==> config.mk <==
export PLATFORM = sky130hd
export DESIGN_NAME = operand_bank_loader
export DESIGN_NICKNAME = d
export VERILOG_FILES = /design/src/rtl/async_proc_pkg.sv /design/src/rtl/strobe_edge_sync.sv /design/src/rtl/operand_bank_loader.sv
export SDC_FILE = /design/constraint.sdc
export NUM_CORES = 1
export LEC_CHECK = 0
export BUFFER_PORTS_ARGS = -buffer_cell sky130_fd_sc_hd__buf_2
export CELL_PAD_IN_SITES_DETAIL_PLACEMENT = 1
export CELL_PAD_IN_SITES_GLOBAL_PLACEMENT = 1
export CORE_AREA = 5 5 117 97
export CTS_CLUSTER_DIAMETER = 60
export CTS_CLUSTER_SIZE = 25
export DETAILED_ROUTE_END_ITERATION = 7
export DIE_AREA = 0 0 122 102
export PLACE_DENSITY = 0.85
export SKIP_LAST_GASP = 1
export SYNTH_ARGS = -nofsm -noshare
export SYNTH_HDL_FRONTEND = slang
export SYNTH_SLANG_ARGS = --single-unit
==> constraint.sdc <==
create_clock -name clk -period 1.43 [get_ports clk]
set_input_delay 0.143 -clock clk [delete_from_list [all_inputs] [get_ports clk]]
set_output_delay 0.143 -clock clk [all_outputs]
set_load 0.005 [all_outputs]
==> src/rtl/async_proc_pkg.sv <==
// Shared types and constants for the operand bank loader and its strobe conditioning.
package async_proc_pkg;

    typedef enum logic {
        IDLE  = 1'b0,
        OFFER = 1'b1
    } state_t;

    localparam int SYNC_STAGES = 2;
    localparam int RES_CNT_W   = 8;

endpackage

==> src/rtl/strobe_edge_sync.sv <==
// Synchronises a raw switch strobe and emits a one-cycle pulse on its rising edge.
module strobe_edge_sync
    import async_proc_pkg::*;
(
    input  logic clk,
    input  logic rst_n,
    input  logic strobe_in,
    output logic rise_pulse
);

    logic [SYNC_STAGES-1:0] sync_q;
    logic [SYNC_STAGES-1:0] sync_d;
    logic                   prev_q;
    logic                   prev_d;

    always_comb begin
        sync_d = {sync_q[SYNC_STAGES-2:0], strobe_in};
        prev_d = sync_q[SYNC_STAGES-1];
    end

    always_ff @(posedge clk or negedge rst_n) begin
        if (!rst_n) begin
            sync_q <= '0;
            prev_q <= 1'b0;
        end else begin
            sync_q <= sync_d;
            prev_q <= prev_d;
        end
    end

    // prev_q tracks regardless of any enable, so a switch held across a disable never retriggers
    assign rise_pulse = sync_q[SYNC_STAGES-1] & ~prev_q;

endmodule

==> src/rtl/operand_bank_loader.sv <==
// Operand front end: switch-driven channel loads, commit snapshot offered over valid/ready,
// and capture/count of results returned by the compute block.
module operand_bank_loader
    import async_proc_pkg::*;
#(
    parameter int NCH = 4,
    parameter int IW  = 4,
    parameter int DW  = 8
) (
    input  logic              clk,
    input  logic              rst_n,
    input  logic              ena,
    input  logic [NCH-1:0]    sel,
    input  logic [IW-1:0]     din,
    input  logic              shift_mode,
    input  logic              commit,
    output logic              op_valid,
    input  logic              op_ready,
    output logic [NCH*DW-1:0] op_data,
    input  logic              res_valid,
    input  logic [DW-1:0]     res_data,
    output logic [DW-1:0]     res_out,
    output logic [7:0]        res_count,
    output logic              overrun
);

    logic [SYNC_STAGES*IW-1:0] din_pipe_q;
    logic [SYNC_STAGES*IW-1:0] din_pipe_d;
    logic [SYNC_STAGES-1:0]    mode_pipe_q;
    logic [SYNC_STAGES-1:0]    mode_pipe_d;
    logic [IW-1:0]             din_s;
    logic                      shift_s;

    logic [NCH-1:0]            sel_rise;
    logic                      commit_rise;
    logic [NCH*DW-1:0]         ch_flat;

    state_t                    state_q;
    state_t                    state_d;
    logic                      op_valid_q;
    logic                      op_valid_d;
    logic [NCH*DW-1:0]         op_data_q;
    logic [NCH*DW-1:0]         op_data_d;
    logic                      overrun_q;
    logic                      overrun_d;
    logic [DW-1:0]             res_out_q;
    logic [DW-1:0]             res_out_d;
    logic [RES_CNT_W-1:0]      res_count_q;
    logic [RES_CNT_W-1:0]      res_count_d;

    // Data path uses plain synchronisers with the same depth as the strobes,
    // so data and its strobe emerge in the same cycle.
    always_comb begin
        din_pipe_d  = {din_pipe_q[(SYNC_STAGES-1)*IW-1:0], din};
        mode_pipe_d = {mode_pipe_q[SYNC_STAGES-2:0], shift_mode};
    end

    always_ff @(posedge clk or negedge rst_n) begin
        if (!rst_n) begin
            din_pipe_q  <= '0;
            mode_pipe_q <= '0;
        end else begin
            din_pipe_q  <= din_pipe_d;
            mode_pipe_q <= mode_pipe_d;
        end
    end

    assign din_s   = din_pipe_q[SYNC_STAGES*IW-1 -: IW];
    assign shift_s = mode_pipe_q[SYNC_STAGES-1];

    strobe_edge_sync u_commit_sync (
        .clk        (clk),
        .rst_n      (rst_n),
        .strobe_in  (commit),
        .rise_pulse (commit_rise)
    );

    genvar gi;
    generate
        for (gi = 0; gi < NCH; gi++) begin : g_ch
            logic [DW-1:0] ch_q;
            logic [DW-1:0] ch_d;
            logic [DW-1:0] shift_val;

            strobe_edge_sync u_sel_sync (
                .clk        (clk),
                .rst_n      (rst_n),
                .strobe_in  (sel[gi]),
                .rise_pulse (sel_rise[gi])
            );

            if (DW == IW) begin : g_narrow
                assign shift_val = din_s;
            end else begin : g_wide
                assign shift_val = {ch_q[DW-IW-1:0], din_s};
            end

            always_comb begin
                ch_d = ch_q;
                if (ena && sel_rise[gi]) begin
                    ch_d = shift_s ? shift_val : DW'(din_s);
                end
            end

            always_ff @(posedge clk or negedge rst_n) begin
                if (!rst_n) begin
                    ch_q <= '0;
                end else begin
                    ch_q <= ch_d;
                end
            end

            assign ch_flat[gi*DW +: DW] = ch_q;
        end
    endgenerate

    // Snapshot reads the registered channels, so a same-cycle load is not included.
    always_comb begin
        state_d     = state_q;
        op_valid_d  = op_valid_q;
        op_data_d   = op_data_q;
        overrun_d   = overrun_q;
        res_out_d   = res_out_q;
        res_count_d = res_count_q;

        unique case (state_q)
            IDLE: begin
                if (ena && commit_rise) begin
                    op_data_d  = ch_flat;
                    op_valid_d = 1'b1;
                    state_d    = OFFER;
                end
            end
            OFFER: begin
                if (op_valid_q && op_ready) begin
                    op_valid_d = 1'b0;
                    state_d    = IDLE;
                end
                if (ena && commit_rise) begin
                    overrun_d = 1'b1;
                end
            end
            default: begin
                state_d = IDLE;
            end
        endcase

        if (ena && res_valid) begin
            res_out_d   = res_data;
            res_count_d = res_count_q + RES_CNT_W'(1);
        end
    end

    always_ff @(posedge clk or negedge rst_n) begin
        if (!rst_n) begin
            state_q     <= IDLE;
            op_valid_q  <= 1'b0;
            op_data_q   <= '0;
            overrun_q   <= 1'b0;
            res_out_q   <= '0;
            res_count_q <= '0;
        end else begin
            state_q     <= state_d;
            op_valid_q  <= op_valid_d;
            op_data_q   <= op_data_d;
            overrun_q   <= overrun_d;
            res_out_q   <= res_out_d;
            res_count_q <= res_count_d;
        end
    end

    assign op_valid  = op_valid_q;
    assign op_data   = op_data_q;
    assign overrun   = overrun_q;
    assign res_out   = res_out_q;
    assign res_count = res_count_q;

endmodule

-- Word level (Yosys, flattened, before mapping)
Cells that the tools add are included.
- register bits after elaboration: 108
- logic and storage cells: 56
- output and inout bits: 50
- input port bits: 23
- eq/ne operators: 2
- bitwise operators: 11
- add/sub/neg operators: 1
- muxes and demuxes: 10
- reduce and logical (&&, ||, !) cells: 10
- operators with widths (kind ; number):
    2-to-1 mux 8 bit ; 4
    adder 8 x 1 -> 8 bit (second input constant) ; 1
    logical AND 1 bit ; 7
    inverter 1 bit ; 6
    AND reduction 2 bit ; 3
    bitwise AND 1 bit ; 5
    2-to-1 mux 1 bit ; 4
    one-hot mux 1 bit (2 select lines) ; 2
    != test 2 x 1 -> 1 bit (second input constant) ; 1
    != test 2 bit (second input constant) ; 1

-- Longest topological paths before layout
Gate-level depths: netlist of the first run.
- word-level depth: 5
- gate-level depth with buffers: 6
- gate-level depth less buffers: 3

-- Modules after synthesis
Synthesis of the first run repeated with hierarchy kept, for this count alone.
- cell total of the unflattened synthesis: 257
- area, all modules: 4007.6 µm²
- modules (own cells, without submodules) (module ; times used ; cells each ; area each (µm²)):
    operand_bank_loader ; 1 ; 237 ; 3563.4
    strobe_edge_sync ; 5 ; 4 ; 88.8

-- Worst setup path before layout of the first run
No wires, ideal clock.
- path kind: flip-flop to flip-flop
- start point: register u_commit_sync.prev_q
- end point: register op_data_q[10], in the netlist op_data[10]
- library setup time: 0.125 ns
- buffers on the path: 2
- path slack: -0.013 ns
- cell stages (with the launch flop): 6
- data arrival time: 1.318 ns
- path through: dfrtp_1 and3b_4 nor2b_4 buf_6 buf_12 mux2_4
- cells in the longest elaborated chain, start to end: 4
- RTL lines (what ; line ; source):
    start: declaration ; strobe_edge_sync.sv:13 ; logic prev_q;
    start signal: assignment ; strobe_edge_sync.sv:27 ; prev_q <= prev_d;
    inverter 1 bit ; strobe_edge_sync.sv:32 ; assign rise_pulse = sync_q[SYNC_STAGES-1] & ~prev_q;
    bitwise AND 1 bit ; strobe_edge_sync.sv:32 ;
    logical AND 1 bit ; operand_bank_loader.sv:128 ; if (ena && commit_rise) begin
    AND reduction 2 bit (no line) ; - ;
    end signal: assignment ; operand_bank_loader.sv:165 ; op_data_q <= op_data_d;
    end: declaration ; operand_bank_loader.sv:42 ; logic [NCH*DW-1:0] op_data_q;
No other way between the ends.
A chain may end at the register's enable or synchronous reset.

-- Worst setup path after layout of the first run
- start point: register u_commit_sync.prev_q
- end point: register op_data_q[5], in the netlist op_data[5]
Same word-level chain as after synthesis.

==> impl_metrics.ini, run 1 <==
[run_status]
status = complete, but fails checks
violations = setup timing

[sta]
rsz0062_at_grt = yes
fin_worst_skew_ns = 0.00555
setup_ws_ns = -0.141
fin_crit_ns = 1.57
finalHoldViolations = 0
worst_slew_pin_slew_ns = 0.438
fmax_mhz = 636
fin_crit_sh_pct = 110
slew_viol_final = 0
finalSetupViolCount = 32
maxSlewHeadroom_pct = 70.7
tns_ns = -2.91

[drt]
routed_via_density = 4.68
ant_nets = 0
drt-initial-drc-count = 118
vias = 2347
drtPass1Iterations = 4
wl_per_cell_um = 17.9
drcViolationCount = 0
routed_wl_um = 9010

[clocking]
cts_max_level = 3
cts_tree = done
ctsRootBufferMaster = clkbuf_16
clockBufferDepth = 2
clk_latency_ns = 0.34
clk_pin_slew_ns = 0.07
numCtsBuffers = 9
cts.sinks = 108

[worst_setup_path]
cp_max_fo = 6
max_stage_delay_ns = 0.36
critical_path_class = flip-flop to flip-flop
cpLargestDelayFamily = simple AND/OR/NAND/NOR gates
cp.required_ns = 1.66
endpoint = op_data[5]$_DFFE_PN0P_
r2r_slack_ns = -0.14
crit_buf_inv = 2
worst_setup_path_start_kind = flip-flop
crit_start = u_commit_sync.prev_q$_DFF_PN0_
critPathSlowestCell = dfrtp_1
path_cells = and3b_4 -> nor2b_4 -> buf_6 -> buf_12 -> mux2_4
rr_endpoint = op_data[5]$_DFFE_PN0P_
timing.critical_path.to_type = flip-flop
timing.rr.start = u_commit_sync.prev_q$_DFF_PN0_
path_depth = 5
rr_worst_depth = 5
cp.arrival_ns = 1.80

[global_routing]
grt_use_total_pct = 15.8
grt_max_degree = 33
antenna_found_initial = 0
grt_pass1_wl_um = 15100
grt_pass1_vias = 2766
grt_overflow = 0

[logic_synthesis]
synth_warnings = 0
syn_area_um2 = 3980
syn_inst = 254
avgSynthCellArea_um2 = 15.7
syn_nets = 278
synth-seq-area-share_pct = 67.9
synth_cell_types = 22
ys_ff_latch = 108

[cells_and_area]
area_growth_pct = 29.0
drive_gt1_share_pct = 45.9
nets = 381
fin_area_um2 = 5140
insertedDiodeCount = 0

[pwr]
p_per_area_nw_per_um2 = 1820
leakagePower_nw = 2.46
ir_worst_vdd_mv = 0.984

[floorplanning]
die_w_um = 122
die_area_um2 = 12400
rows = 33
fp.coreArea_um2 = 10000
start_util_pct = 39.7
die_h_um = 102
boundaryPins = 73

[placement]
dpl.hpwl_um = 5760
dpl_cell_area_um2 = 4570
numPortBuffers = 72
pre_cts_ws_ns = -0.105
place_congestion = 0.759

[min_path]
hold_path.class = input port to flip-flop
hold_start = res_data[0]

[run]
maxCapViolCount = 0
-- cell type report --
cell class              instances  area [µm²]
inverters                       1        3.75
clock inverters                 6         111
fillers                      1008        4900
well taps                     140         175
repair buffers                103         727
multi-input cells             134        1180
flip-flops and latches        108        2700
clock buffers                  10         239
-- synthesized netlist by cell type (all sizes together) --
library cell	count	area, µm²
dfrtp	108	2700
mux2	57	754
nand2	34	128
o21ai	16	80.1
xnor2	7	61.3
clkbuf	6	22.5
buf	5	82.6
nand3b	4	30.0
nand4	3	18.8
and3	2	12.5
nand3	2	10.0
nor2	2	7.51
a21o	1	7.51
a31oi	1	6.26
and3b	1	12.5
and4	1	8.76
ha	1	12.5
inv	1	3.75
nor2b	1	13.8
o22ai	1	6.26
-- power by group --
group | switching (mW) | internal [mW]
Clock | 1.10 | 1.76
Combinational | 0.741 | 1.32
Sequential | 0.594 | 3.84
-- cell families after synthesis --
family,Yosys count,share of synthesized area [%]
AOI/OAI and AO/OA,19,2.51
xor gates and xnor gates,7,1.54
adders and majority gates,1,0.314
buffers and inverters,12,2.73
DFF,108,67.9
muxes,57,19.0
and+or+nand+nor,50,6.07
-- per-stage QoR --
stage	cells	hold WS, ns	total power, mW	util, %
final	502	0.0258	9.36	51.2
after global routing	502	0.0165	9.87	51.2
after detailed placement	469	0.114	6.47	45.5
after global placement	469	0.110	6.35	45.5
after floorplan	254	-0.153	5.46	-
after CTS	503	0.0185	9.48	51.4
-- timing repair --
action	in CTS	in global routing
endpoints found under the hold margin	39	0
setup buffers	3	0
gates resized for setup	7	1
endpoints found under the setup margin	32	32
cloned	3	0
hold buffers	12	0
-- sequential cells by signal (all words and copies together), names as in the netlist, 2 cells and up --
signal / count
g_ch.ch_q: 32
op_data: 32
din_pipe_q: 8
g_ch.u_sel_sync.sync_q: 8
res_count: 8
res_out: 8
g_ch.u_sel_sync.prev_q: 4
mode_pipe_q: 2
u_commit_sync.sync_q: 2
-- how the worst min path moves through the flow --
| stage | end | slack (ns) | cells past startpoint |
|---|---|---|---|
| floorplan | din_pipe_q[0]$_DFF_PN0_ | -0.15 | 0 |
| global placement | overrun$_DFFE_PN0P_ | 0.11 | 1 |
| detailed placement | res_count[7]$_DFFE_PN0P_ | 0.11 | 1 |
| CTS | res_out[0]$_DFFE_PN0P_ | 0.02 | 2 |
| global route | res_out[4]$_DFFE_PN0P_ | 0.02 | 2 |
| finish | res_out[0]$_DFFE_PN0P_ | 0.03 | 2 |
-- layer usage --
metal	vias to the layer above	share of wire, %	track usage (%)
li1	1072	-	-
met1	1206	43	19.5
met2	63	51	27.4
met3	6	6.0	5.70
met4	0	0.46	2.67
met5	-	0	0
-- cells in the final DEF (no fill, tap or decap), types with 2 or more instances in the layout --
| cell type | count |
|---|---|
| dfrtp_1 | 108 |
| buf_2 | 71 |
| nand2_1 | 34 |
| mux2_4 | 32 |
| mux2_2 | 25 |
| o21ai_0 | 16 |
| dlygate4sd3_1 | 12 |
| buf_4 | 11 |
| clkbuf_16 | 9 |
| xnor2_1 | 7 |
| nand3b_1 | 4 |
| buf_12 | 4 |
| nand4_1 | 3 |
| bufinv_16 | 3 |
| buf_6 | 3 |
| nor2_1 | 2 |
| and3_1 | 2 |
| nand3_1 | 2 |
| buf_16 | 2 |
No activity file was read; power rests on OpenSTA's default activity.
==> run 2: changes to the inputs <==
ABC_AREA = 1   (was unset)
CORE_AREA = 5 5 119 99   (was 5 5 117 97)
DIE_AREA = 0 0 124 104   (was 0 0 122 102)
==> run 2 against run 1 <==
  * The flow now finishes without violations
  * Sequential power shrank 6.8%
  * Worst setup slack gained 0.35 ns
  * Global-route usage fell by 1.6 points
  * Register-to-register slack better by 0.35 ns
  * Sequential share of layout area rose by 3.7 points
  * Critical endpoint is now res_count[4]$_DFFE_PN0P_
  * Largest power group unchanged
==> impl_metrics.ini, run 2 <==
[run_status]
status = completed

[worst_setup_path]
r2r_slack_ns = 0.20
timing.critical_path.to_type = flip-flop
cp_max_fo = 4
cp.arrival_ns = 1.45
worst_setup_path_start_kind = flip-flop
critical_path_class = flip-flop to flip-flop
cp.required_ns = 1.66

[drt]
top_layer_used = met4
drtPass1Iterations = 4
m1WireLength_um = 3860
vias = 2617
drcViolationCount = 0
dr_wl_met3_um = 440
drt-initial-drc-count = 115
met2_length_um = 4050
routed_via_density = 4.45
wl_per_cell_um = 14.3
routed_wl_um = 8420
ant_nets = 0

[pwr]
finalPower_mw = 7.81
leakagePower_nw = 2.43
ir_worst_vdd_mv = 0.952
p_per_area_nw_per_um2 = 1630

[global_routing]
grt_overflow = 0
grt_use_total_pct = 14.2
grt_max_degree = 75
antenna_found_initial = 0
grt_pass1_vias = 2841
grt_pass1_wl_um = 14300

[clocking]
ctsRootBufferMaster = clkbuf_16
ctsResizeCount = 0
cts.sinks = 108
clk_latency_ns = 0.35
clockBufferDepth = 2
postCtsSetupRepairBufs = 0
clk_pin_slew_ns = 0.07
cts_max_level = 3
numCtsBuffers = 9
cts_tree = done
holdBufCountCts = 11

[sta]
rsz0062_at_grt = no
setup_ws_ns = 0.205
finalSetupViolCount = 0
finalHoldViolations = 0
fin_crit_sh_pct = 85.7
tns_ns = 0
fmax_mhz = 816
fin_worst_skew_ns = 0.00677
fin_crit_ns = 1.23
maxSlewHeadroom_pct = 64.1
worst_slew_pin_slew_ns = 0.538
slew_viol_final = 0

[cells_and_area]
seq_area_um2 = 2700
area_growth_pct = 23.7
insertedDiodeCount = 0
nets = 465
final_common_cell = dfrtp_1
drive_gt1_share_pct = 24.5
multi_input_area_um2 = 983
fillers = 1192
most-common-layout-cells = dfrtp_1 (108), nand2_1 (106), buf_2 (71), o21ai_0 (43), inv_1 (33)

[logic_synthesis]
syn_nets = 375
syn_area_um2 = 3880
synth-seq-area-share_pct = 69.7
synth_warnings = 0
synth_edf_count = 0
ys_ff_latch = 108
syn_inst = 351
synth_common_cells = dfrtp_1 (108), nand2_1 (106), o21ai_0 (43)
synth.top_cell.area_share_pct = 69.7
synth-main-ff-cell = dfrtp_1
yosysMostFrequentCell = dfrtp_1
synth_cell_types = 21
async_reset_ff_share_pct = 100
avgSynthCellArea_um2 = 11.1
yosys.area.top_type = dfrtp_1
synth_area_leaders = dfrtp_1 (70%), nand2_1 (10%), o21ai_0 (5.5%)

[floorplanning]
die_area_um2 = 12900
fp.coreArea_um2 = 10500
start_util_pct = 36.9
rows = 34
die_h_um = 104
boundaryPins = 73
die_w_um = 124

[placement]
place_congestion = 0.755
dpl.hpwl_um = 5990
numPortBuffers = 72
pre_cts_ws_ns = 0.187

[run]
maxCapViolCount = 0

[min_path]
hold_path.class = input port to flip-flop
-- run 2: changes by cell type in the layout (fill, tap and decap cells not counted), sizes merged, moves of 3 or more --
cell	before	now
buf	91	77
bufinv	3	0
inv	1	35
mux2	57	9
nand2	34	108
nand3	2	19
nand3b	4	1
nor2	2	7
o21ai	16	47
xnor2	7	2
-- run 2: metal layers --
layer,GRT usage [%],vias up
met5,0,-
met4,2.58,0
met3,5.33,7
met2,22.8,48
met1,18.5,1277
li1,-,1285
-- run 2: per-stage QoR --
stage	utilization, %	cells	hold WS [ns]	cell area (µm²)
after floorplan	-	351	-0.153	3880
after global placement	42.1	563	0.185	4420
after detailed placement	42.1	563	0.201	4420
after CTS	45.7	588	0.0118	4800
after global routing	45.7	588	0.0156	4800
final	45.7	588	0.0255	4800
-- run 2: final timing paths --
| check | cells after the start | end | from |
|---|---|---|---|
| setup / recovery | 5 | res_count[4]$_DFFE_PN0P_ | res_count[0]$_DFFE_PN0P_ |
| min in group asynchronous | 3 | din_pipe_q[3]$_DFF_PN0_ | rst_n |
| max in group asynchronous | 3 | res_count[3]$_DFFE_PN0P_ | rst_n |
| hold reg to reg | 0 | din_pipe_q[5]$_DFF_PN0_ | din_pipe_q[1]$_DFF_PN0_ |
| setup reg to reg | 5 | res_count[4]$_DFFE_PN0P_ | res_count[0]$_DFFE_PN0P_ |
| hold / removal | 2 | res_out[2]$_DFFE_PN0P_ | res_data[2] |
-- run 2: logic make-up after synthesis --
family | share of synthesized area, %
buffers and inverters | 5.00
AND/OR/NAND/NOR | 15.3
XOR/XNOR | 0.903
AO/OA/AOI/OAI | 6.26
adder cells (fa/ha/maj) | 0.322
flip-flops | 69.7
multiplexers | 2.61
-- run 2: area by class of cell --
type,instances,area share (%)
clock buffer,10,4.98
clock inverter,4,0.574
inverter,35,2.74
multi-input combinational,199,20.5
sequential,108,56.3
tap,144,3.75
timing repair buffer,88,11.2
-- run 2: where the power goes --
| part | internal, mW | total [mW] | switching (mW) |
|---|---|---|---|
| Clock | 1.20 | 2.25 | 1.04 |
| Combinational | 0.682 | 1.43 | 0.751 |
| Sequential | 3.70 | 4.13 | 0.438 |
| Total | 5.58 | 7.81 | 2.23 |
-- run 2: critical path, stage by stage, from the launching register on --
cell and delay (ns):
dfrtp_1 0.41, ha_1 0.17, inv_1 0.05, nor2_1 0.23, nand2_1 0.11, xnor2_1 0.14
